<file path="src/rtl/mipi_link_sched.sv">
// rtl/mipi_link_sched.sv - HS burst sequencer and lane arbiter for the 4-lane DSI transmitter
module mipi_link_sched #(
    parameter int T_LPX      = 4,
    parameter int T_HS_PREP  = 3,
    parameter int T_HS_ZERO  = 6,
    parameter int T_HS_TRAIL = 5,
    parameter int T_HS_EXIT  = 8,
    parameter int GNT_MAX    = 4095
) (
    input  logic       I_lcd_clk,
    input  logic       I_rst_n,
    input  logic       I_init_done,
    input  logic       I_vid_vblank,
    input  logic       I_vid_req,
    output logic       O_vid_gnt,
    input  logic       I_vid_done,
    input  logic       I_cmd_req,
    output logic       O_cmd_gnt,
    input  logic       I_cmd_done,
    output logic [1:0] O_lane_sel,
    output logic [1:0] O_lp_state,
    output logic       O_hs_data_en,
    output logic       O_hs_zero,
    output logic       O_hs_trail,
    output logic       O_busy,
    output logic       O_timeout
);

    typedef enum logic [2:0] {
        S_IDLE, S_RQST, S_BRDG, S_ZERO, S_GRANT, S_TRAIL, S_EXIT
    } state_t;

    localparam logic [7:0]  LPX_M1   = 8'(T_LPX - 1);
    localparam logic [7:0]  PREP_M1  = 8'(T_HS_PREP - 1);
    localparam logic [7:0]  ZERO_M1  = 8'(T_HS_ZERO - 1);
    localparam logic [7:0]  TRAIL_M1 = 8'(T_HS_TRAIL - 1);
    localparam logic [7:0]  EXIT_M1  = 8'(T_HS_EXIT - 1);
    localparam logic [15:0] GNT_M1   = 16'(GNT_MAX - 1);

    localparam logic [1:0] OWN_NONE = 2'b00;
    localparam logic [1:0] OWN_VID  = 2'b01;
    localparam logic [1:0] OWN_CMD  = 2'b10;

    state_t      state, state_nxt;
    logic [7:0]  cnt, cnt_nxt;
    logic [15:0] wdog, wdog_nxt;
    logic [1:0]  owner, owner_nxt;
    logic        timeout_nxt;
    logic        own_done;

    logic [1:0]  lp_nxt, lane_nxt;
    logic        hs_en_nxt, hs_zero_nxt, hs_trail_nxt;
    logic        vid_gnt_nxt, cmd_gnt_nxt, busy_nxt;

    // Only the latched owner's done ends the grant; the other requester's pulse is noise here.
    assign own_done = ((owner == OWN_VID) && I_vid_done) ||
                      ((owner == OWN_CMD) && I_cmd_done);

    always_comb begin
        state_nxt   = state;
        cnt_nxt     = cnt;
        wdog_nxt    = wdog;
        owner_nxt   = owner;
        timeout_nxt = 1'b0;
        case (state)
            S_IDLE: begin
                if (I_init_done) begin
                    if (I_vid_req) begin
                        owner_nxt = OWN_VID;
                        state_nxt = S_RQST;
                        cnt_nxt   = LPX_M1;
                    end else if (I_cmd_req && I_vid_vblank) begin
                        owner_nxt = OWN_CMD;
                        state_nxt = S_RQST;
                        cnt_nxt   = LPX_M1;
                    end
                end
            end
            S_RQST: begin
                if (cnt == 8'd0) begin
                    state_nxt = S_BRDG;
                    cnt_nxt   = PREP_M1;
                end else begin
                    cnt_nxt = cnt - 8'd1;
                end
            end
            S_BRDG: begin
                if (cnt == 8'd0) begin
                    state_nxt = S_ZERO;
                    cnt_nxt   = ZERO_M1;
                end else begin
                    cnt_nxt = cnt - 8'd1;
                end
            end
            S_ZERO: begin
                if (cnt == 8'd0) begin
                    state_nxt = S_GRANT;
                    wdog_nxt  = 16'd0;
                end else begin
                    cnt_nxt = cnt - 8'd1;
                end
            end
            S_GRANT: begin
                // A done on the last allowed cycle wins over the watchdog.
                if (own_done) begin
                    state_nxt = S_TRAIL;
                    cnt_nxt   = TRAIL_M1;
                end else if (wdog == GNT_M1) begin
                    state_nxt   = S_TRAIL;
                    cnt_nxt     = TRAIL_M1;
                    timeout_nxt = 1'b1;
                end else begin
                    wdog_nxt = wdog + 16'd1;
                end
            end
            S_TRAIL: begin
                if (cnt == 8'd0) begin
                    state_nxt = S_EXIT;
                    cnt_nxt   = EXIT_M1;
                end else begin
                    cnt_nxt = cnt - 8'd1;
                end
            end
            S_EXIT: begin
                if (cnt == 8'd0) begin
                    state_nxt = S_IDLE;
                    owner_nxt = OWN_NONE;
                end else begin
                    cnt_nxt = cnt - 8'd1;
                end
            end
            default: begin
                state_nxt = S_IDLE;
                owner_nxt = OWN_NONE;
                cnt_nxt   = 8'd0;
            end
        endcase
    end

    // Outputs are decoded from the next state so the registered copies line up with the state.
    always_comb begin
        lp_nxt       = 2'b11;
        lane_nxt     = OWN_NONE;
        hs_en_nxt    = 1'b0;
        hs_zero_nxt  = 1'b0;
        hs_trail_nxt = 1'b0;
        vid_gnt_nxt  = 1'b0;
        cmd_gnt_nxt  = 1'b0;
        busy_nxt     = (state_nxt != S_IDLE);
        case (state_nxt)
            S_RQST:  lp_nxt = 2'b01;
            S_BRDG:  lp_nxt = 2'b00;
            S_ZERO: begin
                hs_en_nxt   = 1'b1;
                hs_zero_nxt = 1'b1;
            end
            S_GRANT: begin
                hs_en_nxt   = 1'b1;
                lane_nxt    = owner_nxt;
                vid_gnt_nxt = (owner_nxt == OWN_VID);
                cmd_gnt_nxt = (owner_nxt == OWN_CMD);
            end
            S_TRAIL: begin
                hs_en_nxt    = 1'b1;
                hs_trail_nxt = 1'b1;
                lane_nxt     = owner_nxt;
            end
            default: lp_nxt = 2'b11;
        endcase
    end

    always_ff @(posedge I_lcd_clk or negedge I_rst_n) begin
        if (!I_rst_n) begin
            state        <= S_IDLE;
            cnt          <= 8'd0;
            wdog         <= 16'd0;
            owner        <= OWN_NONE;
            O_lp_state   <= 2'b11;
            O_lane_sel   <= OWN_NONE;
            O_hs_data_en <= 1'b0;
            O_hs_zero    <= 1'b0;
            O_hs_trail   <= 1'b0;
            O_vid_gnt    <= 1'b0;
            O_cmd_gnt    <= 1'b0;
            O_busy       <= 1'b0;
            O_timeout    <= 1'b0;
        end else begin
            state        <= state_nxt;
            cnt          <= cnt_nxt;
            wdog         <= wdog_nxt;
            owner        <= owner_nxt;
            O_lp_state   <= lp_nxt;
            O_lane_sel   <= lane_nxt;
            O_hs_data_en <= hs_en_nxt;
            O_hs_zero    <= hs_zero_nxt;
            O_hs_trail   <= hs_trail_nxt;
            O_vid_gnt    <= vid_gnt_nxt;
            O_cmd_gnt    <= cmd_gnt_nxt;
            O_busy       <= busy_nxt;
            O_timeout    <= timeout_nxt;
        end
    end

endmodule

</file>
<file path="config.mk">
export PLATFORM = sky130hd
export DESIGN_NAME = mipi_link_sched
export DESIGN_NICKNAME = d
export VERILOG_FILES = /design/src/rtl/mipi_link_sched.sv
export SDC_FILE = /design/constraint.sdc
export NUM_CORES = 1
export LEC_CHECK = 0
export ABC_AREA = 1
export BUFFER_PORTS_ARGS = -buffer_cell sky130_fd_sc_hd__buf_2
export CORE_MARGIN = 3
export CORE_UTILIZATION = 50
export CTS_CLUSTER_SIZE = 10
export DETAILED_ROUTE_END_ITERATION = 10
export GPL_ROUTABILITY_DRIVEN = 0
export PLACE_DENSITY = 0.75
export SYNTH_ARGS = -nofsm -noshare
export SYNTH_HDL_FRONTEND = slang
export SYNTH_SLANG_ARGS = --single-unit
</file>
<file path="constraint.sdc">
create_clock -name I_lcd_clk -period 1.56 [get_ports I_lcd_clk]
set_clock_uncertainty 0.05 [all_clocks]
set_input_delay 0.312 -clock I_lcd_clk [delete_from_list [all_inputs] [get_ports I_lcd_clk]]
set_output_delay 0.312 -clock I_lcd_clk [all_outputs]
set_load 0.005 [all_outputs]
</file>
Yosys cells after proc, flatten, opt, wreduce, memory -nomap -nowiden

Cells that the tools add are included.

Add/subtract/negate cells: 2
Multipliers: 0
Div/mod/pow operators: 0
Magnitude comparators: 0
Eq/ne operators: 23
Shift-type cells: 0
Multiplexer cells: 40
Bitwise gates (word level): 0
Reduce and logical (&&, ||, !) cells: 14

Operators by type and width:

| operator                                                           | number |
|---|---|
| 8-bit two-way mux                                                  | 9 |
| 16-bit two-way mux                                                 | 3 |
| 8-bit case mux with 6 select lines                                 | 1 |
| 16-bit case mux with 2 select lines                                | 1 |
| 3-bit two-way mux                                                  | 10 |
| 3-bit case mux with 7 select lines                                 | 1 |
| 16-bit by 1-bit adder with 16-bit output, second input constant    | 1 |
| 16-bit by 12-bit == test with 1-bit output, second input constant  | 1 |
| 3-bit == test, second input constant                               | 5 |
| 3-bit by 2-bit == test with 1-bit output, second input constant    | 4 |
| 2-bit two-way mux                                                  | 5 |
| 2-bit != test, second input constant                               | 5 |
| 8-bit logical NOT                                                  | 1 |
| 1-bit two-way mux                                                  | 8 |
| 4-bit AND reduction                                                | 2 |
| 8-bit by 1-bit subtractor with 8-bit output, second input constant | 1 |
| 3-bit by 1-bit == test with 1-bit output, second input constant    | 2 |
| 3-bit != test, second input constant                               | 2 |
| 2-bit case mux with 3 select lines                                 | 1 |
| 5-bit OR reduction                                                 | 1 |
| 2-bit by 1-bit == test with 1-bit output, second input constant    | 2 |
| 2-bit == test, second input constant                               | 2 |
| 2-bit case mux with 2 select lines                                 | 1 |
| 2-bit OR reduction                                                 | 2 |
| 6 further kinds                                                    | 8 |

Register bits: 40
Bits in latches: 0
RAM bits: 0
ROM bits: 0
Input bits: 8
Output and inout port bits: 11
Word-level logic and storage cells: 92
Memories: 0

Logic depth before layout (Yosys ltp)

Depth after elaboration: 8
Gate-level depth with buffers: 13
Mapped depth without buffers: 13

Worst setup path before layout

No wires, ideal clock.

Path kind: register to register
From: register cnt[0]
To: register O_hs_data_en
Setup time: 118 ps
Arrival: 1446 ps
Required time: 1392 ps
Slack: -54 ps
Cell stages (with the launch flop): 13
Path buffers: 1
Period minus slack after synthesis: 1614 ps
Cell sequence: dfrtp_1 > inv_1 > ha_1 > nand2_1 > nor2_1 > nand2_1 > buf_6 > nand2_1 > o21ai_1 > nor2_2 > nand2_2 > nand2_2 > nand2_1

Word-level cells in the longest chain between the ends: 6
Elaborated cells between the ends (all ways): 12
Classes of those cells: 3 x eq/ne; 7 x mux; 2 x reduce/logical

RTL lines:

| item                                                                      | RTL line | RTL |
|---|---|---|
| from (decl)                                                               | 45       | `logic [7:0] cnt, cnt_nxt;` |
| from (signal assigned)                                                    | 189      | `cnt <= cnt_nxt;` |
| 8-bit logical NOT *                                                       | n/a      |  |
| 3-bit two-way mux (on tied branches)                                      | n/a      |  |
| 3-bit case mux with 7 select lines *                                      | 65       | `case (state)` |
| net state_nxt[0]                                                          | 44       | `state_t state, state_nxt;` |
| 3-bit == test or 3-bit by 2-bit == test with 1-bit output (tied branches) | 150      | `case (state_nxt)` |
| 3-bit OR reduction (no source line) *                                     | n/a      |  |
| 1-bit two-way mux *                                                       | 150      |  |
| net hs_en_nxt                                                             | 52       | `logic hs_en_nxt, hs_zero_nxt, hs_trail_nxt;` |
| to (signal assigned)                                                      | 194      | `O_hs_data_en <= hs_en_nxt;` |
| to (decl)                                                                 | 22       | `output logic O_hs_data_en,` |

Mark *: on every way through the listed nets, which the timed path passes. The rest lies on a longest branch.
A chain may end at the register's enable or synchronous reset.

Worst setup path in the final report

From: register cnt[1]
To: register O_hs_data_en

Same word-level chain as after synthesis.

==> insert_results.sql <==
INSERT INTO impl_metrics (metric_group, metric, value, unit) VALUES
('status', 'status', 'complete, but fails checks', ''),
('status', 'failed_checks', 'negative setup slack', ''),
('yosys', 'mappedNetlistArea', '2430', 'sq um'),
('min_path', 'hold_end', 'owner[1]$_DFF_PN0_', ''),
('cts', 'clk_pin_slew_worst_paths', '0.09', 'ns'),
('worst_setup_path', 'critical_path.reg2reg.startpoint', 'cnt[1]$_DFFE_PN0P_', ''),
('yosys', 'ffs_latches_synth', '40', ''),
('sta', 'final.setup.worst_slack', '-0.167', 'ns'),
('sta', 'final.hold.worst_slack', '0.374', 'ns'),
('global_route', 'gr-total-overflow', '0', ''),
('drt', 'detail_route.vias_per_cell', '5.18', ''),
('worst_setup_path', 'r2r-end', 'O_hs_data_en$_DFF_PN0_', ''),
('worst_setup_path', 'worstSetupStartpointType', 'register', ''),
('floorplan', 'design.core.area', '4530', 'sq um'),
('final_layout', 'final_layout_size_suffix_gt1_frac', '0.345', ''),
('sta', 'highest_achievable_clock_rate', '0.579', 'GHz'),
('place', 'dpl.hpwl', '4380', 'um'),
('cts', 'insertion_delay_of_the_later_clocked_pin_in_the_worst_skew_pair', '0.30', 'ns'),
('job', 'maximum_capacitance_violations', '0', ''),
('worst_setup_path', 'crit_chain', 'inv_2, ha_4, nand2_2, nor2_2, nand2_2, buf_6, nand2_4, o21ai_2, nor2_2, nand2_2, nand2_2, nand2_1', ''),
('final_layout', 'n_antenna_cell', '0', ''),
('drt', 'post-route-drc-count', '0', ''),
('yosys', 'post_syn_nets', '346', ''),
('final_layout', 'most-common-layout-cells', 'sky130_fd_sc_hd__nand2_1, sky130_fd_sc_hd__buf_4, sky130_fd_sc_hd__inv_1', ''),
('final_layout', 'area_growth_syn_to_layout', '36.1', '%'),
('worst_setup_path', 'critical-path-max-stage-delay', '0.40', 'ns'),
('drt', 'detail_route.iter0.violations', '261', ''),
('worst_setup_path', 'cp_max_fo', '5', ''),
('floorplan', 'row_count', '24', ''),
('sta', 'final-hold-violation-count', '0', ''),
('worst_setup_path', 'worst_path_max_delay_cell', 'sky130_fd_sc_hd__dfrtp_1', ''),
('power', 'powerDensity', '597', 'nW/um^2'),
('power', 'sw_frac_of_total', '0.222', ''),
('drt', 'number_of_detailed_routing_iterations_run_before_antenna_repair', '4', ''),
('place', 'placement.cell_area', '2980', 'sq um'),
('global_route', 'global_route_wire_length_before_repair', '10500', 'um'),
('floorplan', 'die-width', '75.7', 'um'),
('worst_setup_path', 'cpMostUsedCell', 'sky130_fd_sc_hd__nand2_2', ''),
('power', 'comb_power_share', '0.026', ''),
('worst_setup_path', 'worst-path-buf-inv', '2', ''),
('min_path', 'hold_start', 'I_vid_req', ''),
('power', 'worst_ir_drop_vdd', '0.346', 'mV'),
('power', 'share_clk_of_total_power', '0.448', ''),
('sta', 'grt_setup_unrepaired', 'true', ''),
('worst_setup_path', 'critical-path-top-delay-family', 'simple AND/OR/NAND/NOR gates', ''),
('drt', 'antenna_violating_nets_post_route', '0', ''),
('cts', 'cts_num_sinks', '40', ''),
('cts', 'cts-buffers-inserted', '5', ''),
('floorplan', 'floorplan.initialDensity', '0.536', ''),
('drt', 'finalWirelength', '6310', 'um'),
('worst_setup_path', 'cp_data_required_time', '1.70', 'ns'),
('min_path', 'holdCritPathClass', 'input port to register', ''),
('worst_setup_path', 'timing_worst_setup_path_type', 'register to register', ''),
('worst_setup_path', 'cp-end-kind', 'register', ''),
('sta', 'final.period_utilization', '1.11', ''),
('yosys', 'synthCells', '335', ''),
('yosys', 'ys_warnings', '0', ''),
('drt', 'route.detailed.wl_per_inst', '13.2', 'um'),
('power', 'p_sw', '0.438', 'mW'),
('place', 'port_buffers', '18', ''),
('sta', 'fin_crit', '1.73', 'ns'),
('global_route', 'globalRouteTotalUtil', '0.238', ''),
('power', 'sequentialPowerShare', '0.526', ''),
('yosys', 'synth_cell_types', '30', ''),
('sta', 'setup_violations', '37', ''),
('global_route', 'grt_antenna_before_repair', '0', ''),
('global_route', 'grt_start_max_net_pins', '28', ''),
('cts', 'ctsRootBufferMaster', 'sky130_fd_sc_hd__clkbuf_8', ''),
('cts', 'cts_htree_levels', '2', ''),
('floorplan', 'vertical_die_dimension', '75.7', 'um'),
('floorplan', 'floorplan.io_pins', '19', '');
## synthesized netlist by cell type, drive strengths merged
library cell	count	area, sq um
buf	5	42.5
a21oi	11	62.6
and2	1	6.26
dfstp	2	52.6
xor2	3	26.3
nand4	20	125
nand3b	1	7.51
o21ai	18	90.1
o211ai	1	21.3
nor3	8	45.0
nand2	108	438
or2	2	12.5
nor2	31	131
ha	3	37.5
nand3	30	180
inv	53	201
dfrtp	38	951
## cells by family after synthesis
kind of cell	Yosys count	share of synthesized area
AO/OA/AOI/OAI	30	0.0715
XOR/XNOR	3	0.0108
adder cells (fa/ha/maj)	3	0.0154
buffers and inverters	58	0.100
flip-flops	40	0.413
AND/OR/NAND/NOR	201	0.389
## worst register-to-register path: stages (launching register included)
cell and delay [ns]:
sky130_fd_sc_hd__dfrtp_1 0.40, sky130_fd_sc_hd__inv_2 0.09, sky130_fd_sc_hd__ha_4 0.14, sky130_fd_sc_hd__nand2_2 0.05, sky130_fd_sc_hd__nor2_2 0.12, sky130_fd_sc_hd__nand2_2 0.11
sky130_fd_sc_hd__buf_6 0.17, sky130_fd_sc_hd__nand2_4 0.07, sky130_fd_sc_hd__o21ai_2 0.06, sky130_fd_sc_hd__nor2_2 0.14, sky130_fd_sc_hd__nand2_2 0.10, sky130_fd_sc_hd__nand2_2 0.08
sky130_fd_sc_hd__nand2_1 0.05
## per-layer routing
| layer | GRT usage | wire length [um] | vias to the layer above | part of all wire |
|---|---|---|---|---|
| met5 | 0 | 0 | - | 0 |
| met4 | 0.0816 | 75 | 0 | 0.012 |
| met3 | 0.0409 | 343 | 9 | 0.054 |
| met2 | 0.399 | 3070 | 85 | 0.49 |
| met1 | 0.309 | 2810 | 1141 | 0.45 |
| li1 | - | - | 1234 | - |
## how the worst max path moves through the flow
stage	start	end	slack [ns]
final	cnt[1]$_DFFE_PN0P_	O_hs_data_en$_DFF_PN0_	-0.17
after global routing	cnt[1]$_DFFE_PN0P_	O_hs_data_en$_DFF_PN0_	-0.26
after detailed placement	cnt[1]$_DFFE_PN0P_	O_lane_sel[1]$_DFF_PN0_	-0.18
after floorplan	wdog[0]$_DFFE_PN0P_	wdog[3]$_DFFE_PN0P_	-0.02
after CTS	wdog[0]$_DFFE_PN0P_	wdog[12]$_DFFE_PN0P_	-0.08
after global placement	cnt[1]$_DFFE_PN0P_	O_lane_sel[1]$_DFF_PN0_	-0.11
## layout make-up
| cell class | instances | area (sq um) | share of cell area |
|---|---|---|---|
| repair buffers | 73 | 562 | 0.170 |
| multi-input cells | 237 | 1330 | 0.403 |
| clock inverters | 3 | 46.3 | 0.0140 |
| well taps | 65 | 81.3 | 0.0246 |
| clock buffers | 5 | 68.8 | 0.0208 |
| repair inverters | 1 | 6.26 | 0.00189 |
| inverters | 53 | 206 | 0.0624 |
| flip-flops and latches | 40 | 1010 | 0.304 |
## power groups by stage
stage | Combinational [mW] | Clock, mW | Sequential, mW
CTS | 0.0511 | 0.891 | 1.04
floorplan | 0.0104 | 0 | 1.06
global route | 0.0590 | 0.936 | 1.04
detailed placement | 0.0479 | 0 | 1.06
finish | 0.0518 | 0.884 | 1.04
global placement | 0.0474 | 0 | 1.06
## what timing repair did
| action | CTS | global route |
|---|---|---|
| setup buffers | 1 | 3 |
| setup endpoints to repair | 35 | 37 |
| hold buffers | 1 | 0 |
| endpoints found under the hold margin | 13 | 0 |
| pin swaps | 14 | 13 |
| gates cloned | 2 | 0 |
| resized for setup | 36 | 14 |
## registers in the layout (all words and copies together) (netlist names)
signal / flops
O_cmd_gnt: 1
wdog: 16
state: 3
O_hs_trail: 1
O_hs_zero: 1
O_busy: 1
cnt: 8
O_vid_gnt: 1
O_timeout: 1
O_lp_state: 2
O_hs_data_en: 1
O_lane_sel: 2
owner: 2
## through the flow
step	std cells	util	setup slack (ns)	TNS (ns)
final	477	0.730	-0.167	-3.55
after global routing	477	0.730	-0.260	-6.77
after detailed placement	462	0.657	-0.176	-2.56
after floorplan	335	-	-0.0166	-0.0259
after global placement	462	0.657	-0.107	-1.10
after CTS	474	0.714	-0.0842	-1.37
Note: power is estimated with default switching activity, not from simulation.
